`src/rtl/mem_access_ctrl_pkg.sv`:
```
// Shared definitions for the MEM-stage access controller: load/store codes,
// controller state encodings and a helper that maps an instruction code to
// its access width.
package mem_access_ctrl_pkg;

   // Register-write load codes shared with the decode and write-back stages
   localparam logic [2:0] LB         = 3'd0;
   localparam logic [2:0] LH         = 3'd1;
   localparam logic [2:0] LW         = 3'd2;
   localparam logic [2:0] LBU        = 3'd4;
   localparam logic [2:0] LHU        = 3'd5;
   localparam logic [2:0] NOREGWRITE = 3'd7;

   // Store codes
   localparam logic [1:0] SB = 2'd0;
   localparam logic [1:0] SH = 2'd1;
   localparam logic [1:0] SW = 2'd2;

   // Controller state encodings
   localparam logic [1:0] IDLE   = 2'd0;
   localparam logic [1:0] ACCESS = 2'd1;
   localparam logic [1:0] DONE   = 2'd2;

   // Width of a memory access; SIZE_NONE marks codes that never touch memory
   typedef enum logic [1:0] {
      SIZE_BYTE = 2'd0,
      SIZE_HALF = 2'd1,
      SIZE_WORD = 2'd2,
      SIZE_NONE = 2'd3
   } access_size_t;

   // Access width of a load code; NOREGWRITE and unused codes have no width
   function automatic access_size_t load_size(input logic [2:0] load_type);
      access_size_t size;
      case (load_type)
         LB, LBU: size = SIZE_BYTE;
         LH, LHU: size = SIZE_HALF;
         LW:      size = SIZE_WORD;
         default: size = SIZE_NONE;
      endcase
      return size;
   endfunction

   // Access width of a store code; the unused fourth code has no width
   function automatic access_size_t store_size(input logic [1:0] store_type);
      access_size_t size;
      case (store_type)
         SB:      size = SIZE_BYTE;
         SH:      size = SIZE_HALF;
         SW:      size = SIZE_WORD;
         default: size = SIZE_NONE;
      endcase
      return size;
   endfunction

endpackage

```
`src/rtl/mem_access_ctrl_lane.sv`:
```
// Byte-lane logic for one load/store: decides whether the offset is legal
// for the access width and produces byte enables and lane-shifted store
// data. Loads produce no enables and no data. Codes without an access width
// are reported as illegal so they are rejected without touching memory.
module mem_byte_lane (
   input  logic [1:0]  offset,
   input  logic        mem_write,
   input  logic [2:0]  load_type,
   input  logic [1:0]  store_type,
   input  logic [31:0] store_data,
   output logic        legal,
   output logic [3:0]  byte_en,
   output logic [31:0] wdata
);
   import mem_access_ctrl_pkg::*;

   access_size_t size;

   // Classify the access and build enables/data for the addressed lanes
   always_comb begin
      size    = mem_write ? store_size(store_type) : load_size(load_type);
      legal   = 1'b0;
      byte_en = 4'b0000;
      wdata   = 32'h0000_0000;
      case (size)
         SIZE_BYTE: begin
            legal = 1'b1;
            if (mem_write) begin
               byte_en = 4'b0001 << offset;
               wdata   = store_data << {offset, 3'b000};
            end
         end
         SIZE_HALF: begin
            legal = (offset != 2'd3);
            if (mem_write) begin
               byte_en = 4'b0011 << offset;
               wdata   = store_data << {offset, 3'b000};
            end
         end
         SIZE_WORD: begin
            legal = (offset == 2'd0);
            if (mem_write) begin
               byte_en = 4'b1111;
               wdata   = store_data;
            end
         end
         default: begin
            legal = 1'b0;
         end
      endcase
   end

endmodule

```
`src/rtl/mem_access_ctrl.sv`:
```
// MEM-stage memory access controller. Accepts one load/store at a time from
// the pipeline, drives it onto a req/ack data memory, stalls the pipeline
// until it completes, and hands the returned word plus the low address bits
// to the load-extension unit. A timeout turns a silent memory into a bus
// error instead of a hung pipeline.
module mem_access_ctrl #(
   parameter  int TIMEOUT_CYCLES = 64,
   localparam int CNT_W = (TIMEOUT_CYCLES > 0) ? $clog2(TIMEOUT_CYCLES + 1) : 1
) (
   input  logic        clk,
   input  logic        rst,
   input  logic        MemReq,
   input  logic        MemWrite,
   input  logic [2:0]  LoadType,
   input  logic [1:0]  StoreType,
   input  logic [31:0] Addr,
   input  logic [31:0] StoreData,
   output logic        DmReq,
   output logic [29:0] DmAddr,
   output logic [3:0]  DmWe,
   output logic [31:0] DmWdata,
   input  logic        DmAck,
   input  logic [31:0] DmRdata,
   output logic        StallM,
   output logic [31:0] LoadWord,
   output logic [1:0]  LoadedBytesSelect,
   output logic        LoadValid,
   output logic        MisalignFault,
   output logic        BusError
);
   import mem_access_ctrl_pkg::*;

   localparam logic [CNT_W-1:0] CNT_LIMIT = CNT_W'(TIMEOUT_CYCLES - 1);
   localparam bit               TIMEOUT_EN = (TIMEOUT_CYCLES != 0);

   logic        lane_legal;
   logic [3:0]  lane_be;
   logic [31:0] lane_wdata;

   logic [1:0]       state_q, state_d;
   logic [CNT_W-1:0] cnt_q, cnt_d;
   logic             dm_req_q, dm_req_d;
   logic [29:0]      dm_addr_q, dm_addr_d;
   logic [3:0]       dm_we_q, dm_we_d;
   logic [31:0]      dm_wdata_q, dm_wdata_d;
   logic [31:0]      load_word_q, load_word_d;
   logic [1:0]       lbs_q, lbs_d;
   logic [1:0]       pend_off_q, pend_off_d;
   logic             pend_load_q, pend_load_d;
   logic             load_valid_q, load_valid_d;
   logic             misalign_q, misalign_d;
   logic             bus_err_q, bus_err_d;
   logic             stall;

   mem_byte_lane u_lane (
      .offset     (Addr[1:0]),
      .mem_write  (MemWrite),
      .load_type  (LoadType),
      .store_type (StoreType),
      .store_data (StoreData),
      .legal      (lane_legal),
      .byte_en    (lane_be),
      .wdata      (lane_wdata)
   );

   // Next-state, request latching, timeout counting and completion pulses
   always_comb begin
      state_d      = state_q;
      cnt_d        = cnt_q;
      dm_req_d     = dm_req_q;
      dm_addr_d    = dm_addr_q;
      dm_we_d      = dm_we_q;
      dm_wdata_d   = dm_wdata_q;
      load_word_d  = load_word_q;
      lbs_d        = lbs_q;
      pend_off_d   = pend_off_q;
      pend_load_d  = pend_load_q;
      load_valid_d = 1'b0;
      misalign_d   = 1'b0;
      bus_err_d    = 1'b0;
      stall        = 1'b0;
      case (state_q)
         IDLE: begin
            stall = MemReq;
            if (MemReq) begin
               if (lane_legal) begin
                  dm_req_d    = 1'b1;
                  dm_addr_d   = Addr[31:2];
                  dm_we_d     = lane_be;
                  dm_wdata_d  = lane_wdata;
                  pend_off_d  = Addr[1:0];
                  pend_load_d = ~MemWrite;
                  cnt_d       = '0;
                  state_d     = ACCESS;
               end else begin
                  misalign_d = 1'b1;
                  state_d    = DONE;
               end
            end
         end
         ACCESS: begin
            stall = 1'b1;
            if (DmAck) begin
               dm_req_d = 1'b0;
               dm_we_d  = 4'b0000;
               state_d  = DONE;
               if (pend_load_q) begin
                  load_word_d  = DmRdata;
                  lbs_d        = pend_off_q;
                  load_valid_d = 1'b1;
               end
            end else if (TIMEOUT_EN && (cnt_q == CNT_LIMIT)) begin
               dm_req_d    = 1'b0;
               dm_we_d     = 4'b0000;
               bus_err_d   = 1'b1;
               load_word_d = 32'h0000_0000;
               state_d     = DONE;
            end else if (TIMEOUT_EN) begin
               cnt_d = cnt_q + CNT_W'(1);
            end
         end
         DONE: begin
            state_d = IDLE;
         end
         default: begin
            state_d  = IDLE;
            dm_req_d = 1'b0;
            dm_we_d  = 4'b0000;
         end
      endcase
   end

   // Controller registers; reset abandons any access in flight
   always_ff @(posedge clk or posedge rst) begin
      if (rst) begin
         state_q      <= IDLE;
         cnt_q        <= '0;
         dm_req_q     <= 1'b0;
         dm_addr_q    <= 30'h0;
         dm_we_q      <= 4'b0000;
         dm_wdata_q   <= 32'h0000_0000;
         load_word_q  <= 32'h0000_0000;
         lbs_q        <= 2'b00;
         pend_off_q   <= 2'b00;
         pend_load_q  <= 1'b0;
         load_valid_q <= 1'b0;
         misalign_q   <= 1'b0;
         bus_err_q    <= 1'b0;
      end else begin
         state_q      <= state_d;
         cnt_q        <= cnt_d;
         dm_req_q     <= dm_req_d;
         dm_addr_q    <= dm_addr_d;
         dm_we_q      <= dm_we_d;
         dm_wdata_q   <= dm_wdata_d;
         load_word_q  <= load_word_d;
         lbs_q        <= lbs_d;
         pend_off_q   <= pend_off_d;
         pend_load_q  <= pend_load_d;
         load_valid_q <= load_valid_d;
         misalign_q   <= misalign_d;
         bus_err_q    <= bus_err_d;
      end
   end

   assign DmReq             = dm_req_q;
   assign DmAddr            = dm_addr_q;
   assign DmWe              = dm_we_q;
   assign DmWdata           = dm_wdata_q;
   assign StallM            = stall;
   assign LoadWord          = load_word_q;
   assign LoadedBytesSelect = lbs_q;
   assign LoadValid         = load_valid_q;
   assign MisalignFault     = misalign_q;
   assign BusError          = bus_err_q;

endmodule
```
`config.mk`:
```
export PLATFORM = sky130hd
export DESIGN_NAME = mem_access_ctrl
export DESIGN_NICKNAME = d
export VERILOG_FILES = /design/src/rtl/mem_access_ctrl_pkg.sv /design/src/rtl/mem_access_ctrl_lane.sv /design/src/rtl/mem_access_ctrl.sv
export SDC_FILE = /design/constraint.sdc
export NUM_CORES = 1
export LEC_CHECK = 0
export BUFFER_PORTS_ARGS = -buffer_cell sky130_fd_sc_hd__buf_2
export CORE_UTILIZATION = 50
export CTS_BUF_LIST = sky130_fd_sc_hd__clkbuf_4
export DETAILED_ROUTE_END_ITERATION = 10
export PLACE_DENSITY = 0.82
export SYNTH_ARGS = -nofsm -noshare
export SYNTH_HDL_FRONTEND = slang
export SYNTH_HIERARCHICAL = 1
export SYNTH_SLANG_ARGS = --single-unit
```
`constraint.sdc`:
```
create_clock -name clk -period 7.22 [get_ports clk]
set_input_delay 1.083 -clock clk [delete_from_list [all_inputs] [get_ports clk]]
set_output_delay 1.083 -clock clk [all_outputs]
set_load 0.01 [all_outputs]
```
==> results.sh <==
export IMPL_outcome="complete, no violations"
export IMPL_yosysTopAreaCell="dfrtp_1"
export IMPL_drtIter0Drc=310
export IMPL_max_freq_mhz=317
export IMPL_track_usage_pct=25.8
export IMPL_power_total_mw=2.34
export IMPL_cts_sinks=116
export IMPL_p_int_mw=1.44
export IMPL_via_per_inst=5.29
export IMPL_die_h_um=104
export IMPL_seqPwrFrac_pct=46.0
export IMPL_synth_flop_cell="dfrtp_1"
export IMPL_r2r_slack_ns=4.94
export IMPL_timing_worst_setup_path_type="in -> reg"
export IMPL_first_pass_iters=4
export IMPL_die_area_um2=10800
export IMPL_place_hpwl_um=9460
export IMPL_num_io_pins=211
export IMPL_peakVddDrop_mv=0.158
export IMPL_critical_path_arrival_ns=3.61
export IMPL_fin_nets=836
export IMPL_grt_pass1_wl_um=21800
export IMPL_stdcell_count=870
export IMPL_tns_ns=0
export IMPL_place_inst=839
export IMPL_die_w_um=104
export IMPL_clk_pin_slew_worst_paths_ns=0.10
export IMPL_whs_path_depth=2
export IMPL_cp_max_fo=36
export IMPL_finClkSkew_ns=0.0172
export IMPL_r2r_worst_path_cells=5
export IMPL_vias=4598
export IMPL_design_area_um2=6470
export IMPL_synth_top_area_share_pct=56.1
export IMPL_cts_setup_buffers=0
export IMPL_fin_crit_sh_pct=43.7
export IMPL_synth_warnings=6
export IMPL_synth_seq_cells=116
export IMPL_antenna_found_initial=0
export IMPL_power_density_nw_per_um2=362
export IMPL_cts_tree="done"
export IMPL_slew_headroom_pct=23.6
export IMPL_clkPwrFrac_pct=15.3
export IMPL_root_buffer="clkbuf_4"
export IMPL_postSynthCellCount=520
export IMPL_grt_max_degree=70
export IMPL_rsz0062_at_grt="no"
export IMPL_fin_crit_ns=3.16
export IMPL_ys_top_cells_by_area="dfrtp_1, nand2_1, a22o_1, a221o_1, mux2i_1"
export IMPL_rr_startpoint="state_q[0]"
export IMPL_antenna_cells=0
export IMPL_drtAntennaViolNets=0
export IMPL_port_buffers=210
export IMPL_first_global_vias=4413
export IMPL_core_area_um2=9910
export IMPL_cts_buffer_depth=2
export IMPL_end_kind="flop"
export IMPL_async_reset_ff_share_pct=100
export IMPL_placed_cell_area_um2=6270
export IMPL_worst_slew_pin_slew_ns=1.14
export IMPL_cap_viol_max_count=0
export IMPL_hold_viol_final=0
export IMPL_netSwitchingPower_uw=905
export IMPL_drive_gt1_share_pct=35.1
export IMPL_areaGrowthSynthToFinish_pct=25.1
export IMPL_power_frac_comb_pct=38.7
export IMPL_min_from="DmAddr[25]"
export IMPL_required_ns=7.67
export IMPL_htreeDepth=4
export IMPL_cts_hold_buf=0
export IMPL_globalplace_congestion=0.846
export IMPL_synth_avg_cell_area_um2=9.95
export IMPL_syn_cell_area_um2=5180
export IMPL_start_util_pct=52.2
export IMPL_power_leakage_nw=3.72
export IMPL_post_drt_wl_per_cell_um=15.4
export IMPL_crit_start="Addr[0]"
export IMPL_hold_path_class="reg -> reg"
export IMPL_drc=0
export IMPL_maxSlewViolCount=0
export IMPL_setup_violations=0
export IMPL_synth_seq_area_share_pct=56.1
export IMPL_synth_nets=631
export IMPL_ys_types=42
export IMPL_wirelength_um=13400
export IMPL_synth_edff_count=0
export IMPL_rows=36
export IMPL_worstSkewPairLatency_ns=0.51
export IMPL_swShare_pct=38.7
export IMPL_min_to="DmAddr[25]"
export IMPL_fillers=837
export IMPL_rr_endpoint="DmWdata[17]"
export IMPL_start_kind="primary input"
export IMPL_ctsResizeCount=0
export IMPL_grt_overflow_total=0
export IMPL_cts_buffers=17
[worst max-delay path by stage]
stage / end / slack [ns] / depth (start not counted)
3_5_place_dp: DmWdata[17] / 3.55 / 9
4_1_cts: DmWdata[17] / 4.11 / 9
2_1_floorplan: BusError / 3.06 / 1
5_1_grt: DmWdata[28] / 3.90 / 9
6_report: DmWdata[17] / 4.06 / 9
3_3_place_gp: DmWdata[24] / 3.69 / 9
[flip-flops by register name, summed over array words and instances (netlist names)]
register and cells:
DmWdata 32, LoadWord 32, DmAddr 30, cnt_q 7, DmWe 4, LoadedBytesSelect 2, pend_off_q 2, state_q 2
BusError 1, DmReq 1, LoadValid 1, MisalignFault 1, pend_load_q 1
[worst max-delay path: stages]
cell and delay (ns):
buf_2 0.24, ha_1 0.27, nand3_1 0.09, a22o_1 0.22, nand2b_1 0.13, nor3_4 0.87, buf_4 0.50, nand2_1 0.11
nand2_1 0.09
[cells by family (layout without fill, tap and decap cells)]
family | count (synthesis) | after routing | synth area share (%)
DFF | 116 | 116 | 56.1
buffers and inverters | 38 | 255 | 3.89
AOI/OAI and AO/OA | 80 | 80 | 13.0
adders and majority gates | 5 | 5 | 1.21
and+or+nand+nor | 265 | 265 | 22.7
muxes | 16 | 16 | 3.14
[placed cells by master (no fill, tap or decap), drive strengths merged, types with 3 or more instances in the layout]
cell type and count:
nor2b 3, nor2 17, and2 17, inv 11, dfrtp 116, nand2b 3
ha 5, clkbuf 18, clkinvlp 4, a221o 16, buf 213, nand3 4
and3 4, clkinv 9, nor3 4, nand2 203, o21a 3, o21ai 11
a22o 42, mux2i 14
[Yosys cell counts (2+ instances only)]
cell type / count
nor3_1: 3
nor2b_1: 3
clkbuf_1: 5
nor2_4: 2
buf_6: 5
nand3_1: 4
o21a_2: 2
a221o_1: 16
ha_1: 5
o21ai_0: 10
and2_1: 11
inv_1: 11
a22o_1: 42
nand4_1: 2
dfrtp_1: 116
and2_0: 6
a211o_1: 2
a31oi_1: 2
buf_2: 17
nor2_2: 3
nor2_1: 12
nand2_1: 203
mux2i_1: 14
and3_1: 4
mux2_2: 2
nand2b_1: 2
[layout make-up]
cell class / count / area (um^2) / share of cell area, %
Sequential cell: 116 / 2900 / 44.8
Multi-Input combinational cell: 366 / 2080 / 32.2
Timing Repair Buffer: 213 / 1070 / 16.6
Tap cell: 133 / 166 / 2.57
Clock buffer: 18 / 135 / 2.09
Clock inverter: 13 / 70.1 / 1.08
Inverter: 11 / 43.8 / 0.676
[metrics by stage]
| step | util, % | hold slack [ns] | worst slack (ns) |
|---|---|---|---|
| floorplan | - | 0.440 | 3.06 |
| global route | 65.3 | 0.503 | 3.90 |
| detailed placement | 63.3 | 0.457 | 3.55 |
| finish | 65.3 | 0.475 | 4.06 |
| global placement | 63.3 | 0.453 | 3.69 |
| CTS | 65.3 | 0.480 | 4.11 |
[power groups by stage]
stage	logic, mW	registers (mW)	clock network (mW)
after global placement	0.890	1.07	0
after CTS	0.919	1.08	0.371
after global routing	0.995	1.11	0.402
after detailed placement	0.914	1.09	0
final	0.906	1.08	0.358
after floorplan	0.382	1.20	0
[layer usage]
| layer | routed length [um] | GRT usage (%) | vias to the layer above | part of all wire [%] |
|---|---|---|---|---|
| li1 | - | - | 2175 | - |
| met1 | 5610 | 30.8 | 2187 | 42 |
| met2 | 6470 | 43.7 | 205 | 48 |
| met3 | 985 | 8.06 | 31 | 7.4 |
| met4 | 313 | 9.59 | 0 | 2.3 |
| met5 | 0 | 0 | - | 0 |
Note: power is estimated with default switching activity, not from simulation.
